[config.mk]
export PLATFORM = sky130hd
export DESIGN_NAME = serial_tx
export DESIGN_NICKNAME = d
export VERILOG_FILES = /design/src/rtl/serial_tx.sv
export SDC_FILE = /design/constraint.sdc
export NUM_CORES = 1
export LEC_CHECK = 0
export ABC_AREA = 1
export CORE_MARGIN = 3
export CORE_UTILIZATION = 50
export CTS_BUF_LIST = sky130_fd_sc_hd__clkbuf_8
export DETAILED_ROUTE_END_ITERATION = 7
export HOLD_SLACK_MARGIN = 0.08
export PLACE_DENSITY = 0.83
export SETUP_SLACK_MARGIN = 0.15
export SYNTH_ARGS = -nofsm -noshare
export SYNTH_HDL_FRONTEND = slang
export SYNTH_SLANG_ARGS = --single-unit
[constraint.sdc]
create_clock -name Clk -period 1.9 [get_ports Clk]
set_input_delay 0.38 -clock Clk [delete_from_list [all_inputs] [get_ports Clk]]
set_output_delay 0.38 -clock Clk [all_outputs]
set_load 0.05 [all_outputs]
[src/rtl/serial_tx.sv]
// MSB-first parallel-to-serial transmitter with divided bit strobe.
// One transfer per accepted Load; Done pulses once after the last bit period.
module serial_tx #(
    parameter int unsigned WIDTH = 8,
    parameter int unsigned DIV   = 4
) (
    input  logic             Clk,
    input  logic             Resetn,
    input  logic             Load,
    input  logic [WIDTH-1:0] DataIn,
    output logic             Ready,
    output logic             SerOut,
    output logic             SerClk,
    output logic             Done
);

    localparam int unsigned BW = (WIDTH > 1) ? $clog2(WIDTH) : 1;
    localparam int unsigned DW = (DIV > 1) ? $clog2(DIV) : 1;

    localparam logic [BW-1:0] BIT_LAST = BW'(WIDTH - 1);
    localparam logic [DW-1:0] DIV_LAST = DW'(DIV - 1);
    localparam logic [DW-1:0] DIV_HALF = DW'(DIV / 2);

    typedef enum logic [1:0] {
        IDLE,
        SHIFT,
        DONE
    } state_t;

    state_t           state, state_nx;
    logic [WIDTH-1:0] shreg, shreg_nx;
    logic [BW-1:0]    bitcnt, bitcnt_nx;
    logic [DW-1:0]    divcnt, divcnt_nx;
    logic             serclk_q, serclk_nx;

    always_ff @(posedge Clk or negedge Resetn) begin
        if (!Resetn) begin
            state    <= IDLE;
            shreg    <= '0;
            bitcnt   <= '0;
            divcnt   <= '0;
            serclk_q <= 1'b0;
        end else begin
            state    <= state_nx;
            shreg    <= shreg_nx;
            bitcnt   <= bitcnt_nx;
            divcnt   <= divcnt_nx;
            serclk_q <= serclk_nx;
        end
    end

    always_comb begin
        state_nx  = state;
        shreg_nx  = shreg;
        bitcnt_nx = bitcnt;
        divcnt_nx = divcnt;
        case (state)
            IDLE: begin
                if (Load) begin
                    shreg_nx  = DataIn;
                    bitcnt_nx = BIT_LAST;
                    divcnt_nx = '0;
                    state_nx  = SHIFT;
                end
            end
            SHIFT: begin
                if (divcnt == DIV_LAST) begin
                    divcnt_nx = '0;
                    if (bitcnt == '0) begin
                        shreg_nx = '0;
                        state_nx = DONE;
                    end else begin
                        shreg_nx  = {shreg[WIDTH-2:0], 1'b0};
                        bitcnt_nx = bitcnt - BW'(1);
                    end
                end else begin
                    divcnt_nx = divcnt + DW'(1);
                end
            end
            DONE: begin
                state_nx = IDLE;
            end
            default: begin
                state_nx = IDLE;
            end
        endcase
        // Strobe is registered from next-state values so it stays glitch-free
        // while still tracking the divider phase of the current cycle.
        serclk_nx = (state_nx == SHIFT) && (divcnt_nx >= DIV_HALF);
    end

    always_comb begin
        Ready  = (state == IDLE);
        Done   = (state == DONE);
        SerOut = shreg[WIDTH-1];
        SerClk = serclk_q;
    end

endmodule
==> results.txt, run 1 <==
Port Buffers -> 14
Setup TNS -> 0 ns
Fmax -> 634 MHz
Critical path origin -> state[1]$_DFF_PN0_
Clk buf depth -> 2
Crit share post-route -> 83.1%
Area of the multi-input gates -> 427 sq um
Status -> finished clean
Delay-heaviest family, CP -> flip-flops
Final Util -> 71.0%
Final setup viols -> 0
Max-cap violations -> 0
H-tree depth -> 1
Final hold viol count -> 0
Initial Util -> 56.8%
Hold slack -> 0.451 ns
Type of the worst setup path -> reg -> out
Vias in the first global route -> 681
CORE AREA -> 0.00161 sq mm
Fin nets -> 155
DRC -> 0
Routed wire per std cell -> 10.4 um
CTS tree -> yes
Placer congestion estimate -> 0.783
Final setup margin -> 0.322 ns
Setup slack, reg-to-reg -> 0.42 ns
Static Leak -> 0.000634 uW
Critical-path cell list -> inv_2 > nor2_1 > buf_12
Power Density -> 1490 mW/mm^2
Tmin final -> 1.58 ns
Filler cell count -> 122
# hold bufs at CTS -> 0
Worst min path class -> in -> async
Worst-path maximum fanout -> 5
Worst skew pair latency -> 0.25 ns
Register area -> 400 sq um
Routed Antenna Nets -> 0
Core Rows -> 14
Startpoint Class -> flip-flop
Die W -> 48.8 um
Layout area overhead -> 24.9%
Path depth of the worst reg2reg path -> 7
Rel. slew slack -> 66.6%
Worst vdd ir -> 0.949 mV
Sequential fraction of the synthesis area -> 43.7%
Worst slew pin tran -> 0.500 ns
Die area -> 0.00238 sq mm
Boundary Pins -> 15
Largest net degree at the start of global routing -> 17
Critical Path AT -> 1.20 ns
Setup WS pre-CTS -> 0.361 ns
Placement Cell Area -> 0.00109 sq mm
Layout cells sized above 1 -> 13.6%
Drt pass-1 iters -> 4
Routed wire length -> 1.71 mm
CP Buf/Inv Count -> 2
GRT Total Usage -> 16.5%
Post-CTS setup buffers -> 0
R2R Path End -> bitcnt[1]$_DFFE_PN0P_
Cts repair resizes -> 1
Syn Nets -> 138
Cell Area, Synth -> 916 sq um
CP max stage delay -> 0.50 ns
Final Max Tran Viols -> 0
RSZ-0062 raised after global routing -> no
Num CTS Buffers -> 3
Routed via count -> 775
Clock Skews -> 0.00272 ns
Avg Cell Area, Syn -> 7.39 sq um
CP required -> 1.52 ns
GRT overflow -> 0
Crit path depth -> 3
Clk slew on worst S/H paths -> 0.06 ns
First-pass GRT wire length -> 3.09 mm
CTS Sinks -> 16
RR Startpoint -> bitcnt[0]$_DFFE_PN0P_
Yosys cell types -> 16
Final instance area -> 0.00114 sq mm
Root Buffer -> clkbuf_8
Die Y -> 48.8 um
Cells after Synth -> 124
Final HPWL DP -> 1.23 mm
Initial drt markers -> 12
Vias/cell -> 4.73
Setup crit end -> Done
N_diodes -> 0
Initial antenna violation count -> 0
Synth warnings -> 0
Critical path's slowest cell -> dfrtp_1
Crit end category -> output port
Synthesized flop and latch total -> 16
## layer usage
metal  wire length, um  up-vias  GRT usage, %
li1                  -      402             -
met1               839      359          22.0
met2               817       12          25.8
met3                42        2          2.75
met4                14        0          8.53
met5                 0        -             0
## power breakdown
part           switching, uW  total, uW  internal, uW
registers               85.3        552           467
logic                    531        845           314
clock network            118        302           184
total                    734       1700           965
## registers in the layout, indices dropped and copies added (netlist names), named ones only
register  count
bitcnt        3
state         2
shreg         8
SerClk        1
divcnt        1
## worst min path at each step
stage          slack, ns                     to             startpoint  cells after the start
2_1_floorplan       0.08       SerClk$_DFF_PN0_                 Resetn                      0
3_3_place_gp        0.46  bitcnt[0]$_DFFE_PN0P_  bitcnt[0]$_DFFE_PN0P_                      2
3_5_place_dp        0.47  bitcnt[0]$_DFFE_PN0P_  bitcnt[0]$_DFFE_PN0P_                      2
4_1_cts             0.45   shreg[7]$_DFFE_PN0P_                 Resetn                      2
5_1_grt             0.46   shreg[6]$_DFFE_PN0P_                 Resetn                      2
6_report            0.45   shreg[6]$_DFFE_PN0P_                 Resetn                      2
## synth_stat cells
cell type	instances	area, sq um
a21oi_2	1	8.76
buf_6	2	22.5
clkbuf_1	1	3.75
dfrtp_1	16	400
ha_1	3	37.5
inv_1	14	52.6
inv_2	1	3.75
inv_4	1	6.26
nand2_1	59	221
nand2_2	2	12.5
nand2_4	1	11.3
nand3_1	4	20.0
nor2_1	12	45.0
nor2_4	4	45.0
o21ai_2	2	17.5
o31ai_1	1	7.51
## per-stage QoR
stage	std cells	total power, uW
floorplan	124	1220
global placement	160	1390
detailed placement	160	1420
CTS	164	1720
global route	164	1870
finish	164	1700
## final cells by class
class                   instances  area share, %
multi-input cells              89           37.3
clock buffers                   4           4.81
repair buffers                 15           14.8
well taps                      24           2.63
inverters                      16           5.47
flip-flops and latches         16           35.0
## placed cells by master (no fill, tap or decap), drive strengths merged
cell and instances:
ha 3, dlygate4sd2 1, dfrtp 16, nand2 62
a21oi 1, clkbuf 4, inv 16, buf 3
clkdlybuf4s50 10, o21ai 2, nand3 4, o31ai 1
nor2 16, dlymetal6s2s 1
## cell families (layout without fill, tap and decap cells)
| group | Yosys count | after routing | synth area share, % |
|---|---|---|---|
| buffers and inverters | 19 | 35 | 9.70 |
| flip-flops | 16 | 16 | 43.7 |
| AND/OR/NAND/NOR | 82 | 82 | 38.8 |
| AO/OA/AOI/OAI | 4 | 4 | 3.69 |
| adder cells (fa/ha/maj) | 3 | 3 | 4.10 |
No activity file was read; power rests on OpenSTA's default activity.
==> run 2, diff against run 1 <==
Clock period 1.9 ns to 1.51 ns, I/O delays scaled along.
==> results.txt, run 2 (synthesized netlist as in run 1, its figures left out) <==
Power Internal -> 1450 uW (was 965 uW)
CP required -> 1.70 ns (was 1.52 ns)
DRC -> 0 (unchanged)
Final HPWL DP -> 1.38 mm (was 1.23 mm)
GRT overflow -> 0 (unchanged)
First-pass GRT wire length -> 3.23 mm (was 3.09 mm)
Drt pass-1 iters -> 4 (unchanged)
Worst vdd ir -> 1.33 mV (was 0.949 mV)
Max-cap violations -> 0 (unchanged)
Placer congestion estimate -> 0.770 (was 0.783)
Initial Util -> 56.8% (unchanged)
Critical path's slowest cell -> dfrtp_1 (unchanged)
Final Max Tran Viols -> 0 (unchanged)
Rel. slew slack -> 80.9% (was 66.6%)
Crit share post-route -> 86.8%
CP max stage delay -> 0.37 ns (was 0.50 ns)
Routed Antenna Nets -> 0 (unchanged)
Type of the worst setup path -> reg -> reg (was reg -> out)
Worst-path maximum fanout -> 5 (unchanged)
Comb power frac -> 57.4% (was 49.7%)
Die area -> 0.00238 sq mm (unchanged)
Most frequent cells in the layout -> 57 x nand2_1, 14 x dfrtp_1, 12 x inv_1 (was 59 x nand2_1, 16 x dfrtp_1, 14 x inv_1)
Layout cells sized above 1 -> 29.3% (was 13.6%)
Post-Place Cells -> 160 (unchanged)
Boundary Pins -> 15 (unchanged)
Clock share of power -> 15.1% (was 17.8%)
Vias in the first global route -> 747 (was 681)
# hold bufs at CTS -> 0 (unchanged)
Clk buf depth -> 2 (unchanged)
N_diodes -> 0 (unchanged)
Layout area overhead -> 40.3% (was 24.9%)
Clk slew on worst S/H paths -> 0.07 ns (was 0.06 ns)
Fin cells -> 171 (was 164)
Switching part of the total power -> 43.2% (about the same)
Setup TNS -> 0 ns (unchanged)
Root Buffer -> clkbuf_8 (unchanged)
Final hold viol count -> 0 (unchanged)
Static Leak -> 0.000657 uW (was 0.000634 uW)
Switching pwr -> 1100 uW (was 734 uW)
Worst skew pair latency -> 0.25 ns (about the same)
CTS Sinks -> 16 (unchanged)
Worst slew pin tran -> 0.286 ns (was 0.500 ns)
Die W -> 48.8 um (unchanged)
Crit end category -> flip-flop (was output port)
Critical Path AT -> 1.50 ns (was 1.20 ns)
Delay-heaviest family, CP -> flip-flops (unchanged)
Vias/cell -> 4.68 (was 4.73)
GRT Total Usage -> 17.7% (was 16.5%)
CTS tree -> yes (unchanged)
Largest Register -> shreg (unchanged)
Routed wire per std cell -> 12.5 um (was 10.4 um)
Sequential share of power -> 27.5% (was 32.5%)
Num CTS Buffers -> 3 (unchanged)
Port Buffers -> 14 (unchanged)
Status -> finished clean (unchanged)
Largest net degree at the start of global routing -> 17 (unchanged)
Flip-flop count of the largest register after layout -> 8 (unchanged)
Initial antenna violation count -> 0 (unchanged)
Core Rows -> 14 (unchanged)
Initial drt markers -> 36 (was 12)
Commonest non-fill, non-tap cell in the layout -> nand2_1 (unchanged)
Startpoint Class -> flip-flop (unchanged)
Die Y -> 48.8 um (unchanged)
Clock Skews -> 0.00229 ns (was 0.00272 ns)
Worst min path class -> in -> async (unchanged)
Critical-path cell list -> inv_2 > ha_4 > ha_4 > buf_6 > nor2_2 > nand2_1 > nand2_1 > nand2_1 > nand2_1 (was inv_2 > nor2_1 > buf_12)
RSZ-0062 raised after global routing -> yes (was no)
CORE AREA -> 0.00161 sq mm (unchanged)
H-tree depth -> 1 (unchanged)
Fin nets -> 162 (was 155)
Fmax -> 763 MHz
CP Buf/Inv Count -> 2 (unchanged)
Tmin final -> 1.31 ns
Routed via count -> 800 (was 775)
Most frequent CP cell -> nand2_1
Power Density -> 1980 mW/mm^2 (was 1490 mW/mm^2)
Regs by FF count -> shreg (8), bitcnt (3), state (2) (unchanged)
Final setup viols -> 0 (unchanged)
Routed wire length -> 2.14 mm (was 1.71 mm)
[run 2: changes by cell type in the layout (fill, tap and decap cells not counted), moves of 2 or more]
cell,delta
ha_1,-3
ha_4,+2
nor2_1,-6
nand2_1,-2
buf_6,+2
nand2_2,+2
buf_4,+5
buf_12,+2
dfrtp_1,-2
dfrtp_2,+2
inv_1,-2
nor2_2,+5
inv_2,+2
[run 2: repair_timing]
item,in CTS,in global routing
gates resized for setup,5,16
setup endpoints to repair,13,10
pin swaps,1,10
buffers inserted,4,3
[run 2: path summary, 6_finish.rpt]
check / end / slack [ns] / depth (start not counted) / start
max: shreg[1]$_DFFE_PN0P_ / 0.20 / 9 / bitcnt[0]$_DFFE_PN0P_
min: SerClk$_DFF_PN0_ / 0.36 / 2 / Resetn
max reg2reg: shreg[1]$_DFFE_PN0P_ / 0.20 / 9 / bitcnt[0]$_DFFE_PN0P_
min reg2reg: flip-flop / 0.49 / 1 / flip-flop
max in group asynchronous: state[1]$_DFF_PN0_ / 0.95 / 2 / Resetn
min in group Clk: flip-flop / 0.49 / 1 / flip-flop
[run 2: layout make-up]
class / count / area [sq um]
Timing Repair Buffer: 22 / 248
Fill cell: 106 / 327
Clock buffer: 4 / 55.1
Sequential cell: 16 / 403
Multi-Input combinational cell: 89 / 487
Tap cell: 24 / 30.0
Inverter: 16 / 62.6
[run 2: metrics by stage]
stage                     area [sq um]  hold WS (ns)  total power, uW  utilization [%]  setup WS [ns]
after global placement            1110         0.453             1800             69.0         0.0693
after global routing              1280         0.366             2740             79.7         0.0950
after floorplan                    922       0.00641             1540                -          0.161
after detailed placement          1110         0.467             1860             69.0         0.0161
final                             1280         0.363             2550             79.7          0.199
after CTS                         1220         0.366             2350             75.7          0.167
[run 2: worst register-to-register path, cell delays in order (launching register included)]
cell and delay (ns):
dfrtp_1 0.37, inv_2 0.06, ha_4 0.16, ha_4 0.18, buf_6 0.13, nor2_2 0.09
nand2_1 0.06, nand2_1 0.08, nand2_1 0.05, nand2_1 0.07
[run 2: power by group through the flow]
stage	logic (uW)	clock network, uW	registers [uW]
floorplan	805	0	738
global placement	1090	0	709
detailed placement	1140	0	720
CTS	1270	393	692
global route	1610	412	719
finish	1460	386	702
[run 2: layer usage]
layer	share of wire (%)	wire length (um)	vias to the layer above	track usage, %
li1	-	-	414	-
met1	41	887	362	20.7
met2	52	1110	18	28.5
met3	4.4	94	6	4.59
met4	2.3	50	0	11.4
met5	0	0	-	0
==> edit 1, RTL diff (config.mk and constraints of run 1) <==
Re-encode `state_t` (3 states) as one-hot, 3 bits wide.
--- a/src/rtl/serial_tx.sv
+++ b/src/rtl/serial_tx.sv
@@ -21,10 +21,10 @@
     localparam logic [DW-1:0] DIV_LAST = DW'(DIV - 1);
     localparam logic [DW-1:0] DIV_HALF = DW'(DIV / 2);
 
-    typedef enum logic [1:0] {
-        IDLE,
-        SHIFT,
-        DONE
+    typedef enum logic [2:0] {
+        IDLE  = 3'b001,
+        SHIFT = 3'b010,
+        DONE  = 3'b100
     } state_t;
 
     state_t           state, state_nx;
Check against the original RTL: no difference found for any inputs over 10 cycles, from zero or initial values and one cycle with Resetn low; not proved beyond that.
==> edit 1 against run 1 <==
- clock power fell by 13%
- routed wire length is 12% higher
- synthesized cell count up 3.2%
- sequential cell count rose by 1
- worst hold slack worse by 0.0073 ns
- worst setup slack got worse by 0.0026 ns
- power is 8.7% higher
- final area increased by 1.5%
- first-iteration DRC count rose to 2.8 times the old value
- count of clock-buffer cells in the layout down 1
- synthesized area grew 3.1%
- global-route usage grew 1.3 points
- sequential share of layout area rose by 1.7 points
- largest power group unchanged
- highest routed layer unchanged
==> edit 1: results <==
[route]
wl_per_cell_um = 11.34
vias = 834
drt_iter0_drc = 34

[sta]
clock_skew_ns = 0.002592
slew_headroom_pct = 66.63

[grt]
grt_pass1_wl_um = 3236
grt_usage_pct = 17.83
grt_pass1_vias = 716
grt_max_degree = 18

[cts]
cts_num_sinks = 17

[layout]
seq_area_um2 = 426.7
buffers = 16
top_regs = "shreg x8, bitcnt x3, state x3"
layout-drive-gt1-share_pct = 10.42
fin_nets = 159
multi_input_cells = 90
buf_share_pct = 14.12
clkCellAreaFrac_pct = 3.879
post_layout_nonfiller_instances = 169
fillers = 150
nClkBuffers = 3

[synth]
syn_nets = 142
synthCells = 128
ys_types = 22
synthTopCellsByCount = "nand2_1 (52), dfrtp_1 (16), inv_1 (16)"
synth_area_leaders = "dfrtp_1 (42%), nand2_1 (21%), inv_1 (6.4%), nand3_1 (5.8%), a21oi_1 (4.8%)"

[min_path]
hp-class = "in -> async"

[placement]
hpwl_um = 1472
pre_cts_slack_ns = 0.2273
place.gp.congestion = 0.8078

[power]
leakagePower_nw = 0.6426
vdd_ir_drop_max_mv = 1.102

[run_status]
status = "complete, no violations"
==> edit 1: cell count changes in the layout (fill, tap and decap cells not counted), moves of 3 or more <==
cell	run 1	this run
nor2_4	4	0
nor2_1	12	2
a21oi_1	0	9
nand3_1	4	11
nand2_1	59	52
inv_1	14	17
==> edit 1: power by group <==
| group | switching [W] | leakage, nW | total [W] | internal [W] |
|---|---|---|---|---|
| Combinational | 0.000607 | 0.407 | 0.000933 | 0.000325 |
| Sequential | 0.000120 | 0.208 | 0.000652 | 0.000532 |
| Clock | 0.000119 | 0.0269 | 0.000262 | 0.000143 |
==> edit 1: cell families after synthesis <==
family / synth area share (%)
AOI/OAI and AO/OA: 6.621
DFF: 45.17
adders and majority gates: 3.974
and+or+nand+nor: 33.51
buffers and inverters: 9.801
xor gates and xnor gates: 0.9273
==> edit 1: critical path: stages, from the launching register on <==
cell	delay, ns
dfstp_2	0.59
nand3_1	0.11
inv_1	0.11
buf_12	0.14
==> edit 1: final timing paths <==
kind / slack [ns] / from / endpoint / cells past startpoint
setup / recovery: 0.32 / state[0] / Ready / 3
hold / removal: 0.44 / Resetn / state[1] / 2
setup reg to reg: 0.41 / bitcnt[0] / bitcnt[2] / 8
hold reg to reg: 0.48 / shreg[1] / shreg[1] / 2
max in group asynchronous: 1.20 / Resetn / state[0] / 2
min in group Clk: 0.48 / shreg[1] / shreg[1] / 2
==> edit 1: per-stage QoR <==
step,instance area (µm²),utilization (%)
after floorplan,949.7,-
after global placement,1115,63.19
after detailed placement,1115,63.19
after CTS,1159,65.67
after global routing,1161,65.82
final,1161,65.82
==> edit 1: per-layer routing <==
metal / GRT usage, % / share of wire, %
met1: 22.94 / 45
met2: 27.23 / 46
met3: 4.834 / 7.0
met4: 9.677 / 2.0
met5: 0 / 0
==> edit 2, RTL diff (settings of run 1) <==
Without the edit above. Set the parameter `WIDTH` to 16 (it was 8).
--- a/src/rtl/serial_tx.sv
+++ b/src/rtl/serial_tx.sv
@@ -1,7 +1,7 @@
 // MSB-first parallel-to-serial transmitter with divided bit strobe.
 // One transfer per accepted Load; Done pulses once after the last bit period.
 module serial_tx #(
-    parameter int unsigned WIDTH = 8,
+    parameter int unsigned WIDTH = 16,
     parameter int unsigned DIV   = 4
 ) (
     input  logic             Clk,
Ports: changed (resized DataIn); port bits go from 15 to 23. No check against the original RTL was run, so the function may have changed too.
==> edit 2 against run 1 <==
- sequential power rose by 51%
- routed wire length rose by 66%
- worst setup slack improved by 0.034 ns
- register-to-register slack improved by 0.04 ns
- via count rose by 55%
- maximum frequency rose by 2.2%
- worst hold slack improved by 0.0090 ns
- final area rose by 42%
- power rose by 45%
- combinational power rose by 56%
- sequential cell count rose by 9
- utilization fell by 6.7 points
- largest cell class unchanged
- synthesized area rose by 48%
==> edit 2: results <==
[run_status]
status = "complete, no violations"

[placement]
place.gp.congestion = 0.7981
placed_area_um2 = 1577
hpwl_um = 1989
place_inst = 236
portBuffers = 22

[synth]
synth-compound-area-share_pct = 0.7407
synth_area_leaders = "dfrtp_1 (46%), nand2_1 (28%), nand3_1 (7.8%), inv_1 (3.1%), nor2_1 (3.1%)"
synthCells = 189
yosysSeqAreaShare_pct = 46.30
syn_nets = 210
ys_types = 17
yosys_warnings = 0
synthAdderAreaFrac_pct = 1.852
synthTopCellsByCount = "nand2_1 (100), dfrtp_1 (25), nand3_1 (21)"

[setup_path]
r2r-end = "bitcnt[3]"
arrival_ns = 1.16
cp_slowest_stage_delay_ns = 0.44
r2r_slack_ns = 0.46

[layout]
top_regs = "shreg x16, bitcnt x4"
buf_share_pct = 14.35
area_growth_pct = 20.00
num-nonclk-inverters = 13
seq_cells = 25
nClkBuffers = 3
layout-drive-gt1-share_pct = 8.571
fin_nets = 232
seq_area_share_pct = 38.58
multi_input_cells = 145
buffers = 23

[route]
wl_met2_um = 1332
drt_iter0_drc = 58
drt-met1-wl_um = 1298
routed_wl_um = 2838
route.met3.wl_um = 188
wl_per_cell_um = 11.83
via_per_inst = 5.013

[power]
leakagePower_nw = 0.9155
vdd_ir_drop_max_mv = 1.164

[cts]
clock_latency_ns = 0.27
clk_transition_reported_paths_ns = 0.09

[grt]
grt_max_degree = 26
met2_usage_pct = 30.32
grt_pass1_vias = 1125
grt_pass1_wl_um = 4988
globalRouteMet1Util_pct = 25.71
grt_usage_pct = 18.93

[sta]
tightest_slew_ns = 0.4802
holdWs_ns = 0.4602

[floorplanning]
design.core.area_um2 = 2522
==> edit 2: cell types whose count changed after synthesis, moves of 2 or more <==
cell and delta:
nand2_1 +41, nand3_1 +17, dfrtp_1 +9, inv_1 -3
nor2_4 -3, buf_2 +2, buf_4 +2, nand2_2 +2
nor2_2 +2, o21ai_2 -2
==> edit 2: where the power goes <==
group / internal, W / total [W] / switching [W] / leakage (nW)
Combinational: 0.000419 / 0.00132 / 0.000906 / 0.563
Clock: 0.000145 / 0.000310 / 0.000166 / 0.0269
Sequential: 0.000709 / 0.000834 / 0.000124 / 0.326
Total: 0.00127 / 0.00247 / 0.00120 / 0.915
==> edit 2: what timing repair did <==
action / in CTS / in global routing
setup endpoints to repair: 2 / 4
hold buffers: 0 / 0
gates resized for setup: 2 / 1
gates cloned: 0 / 0
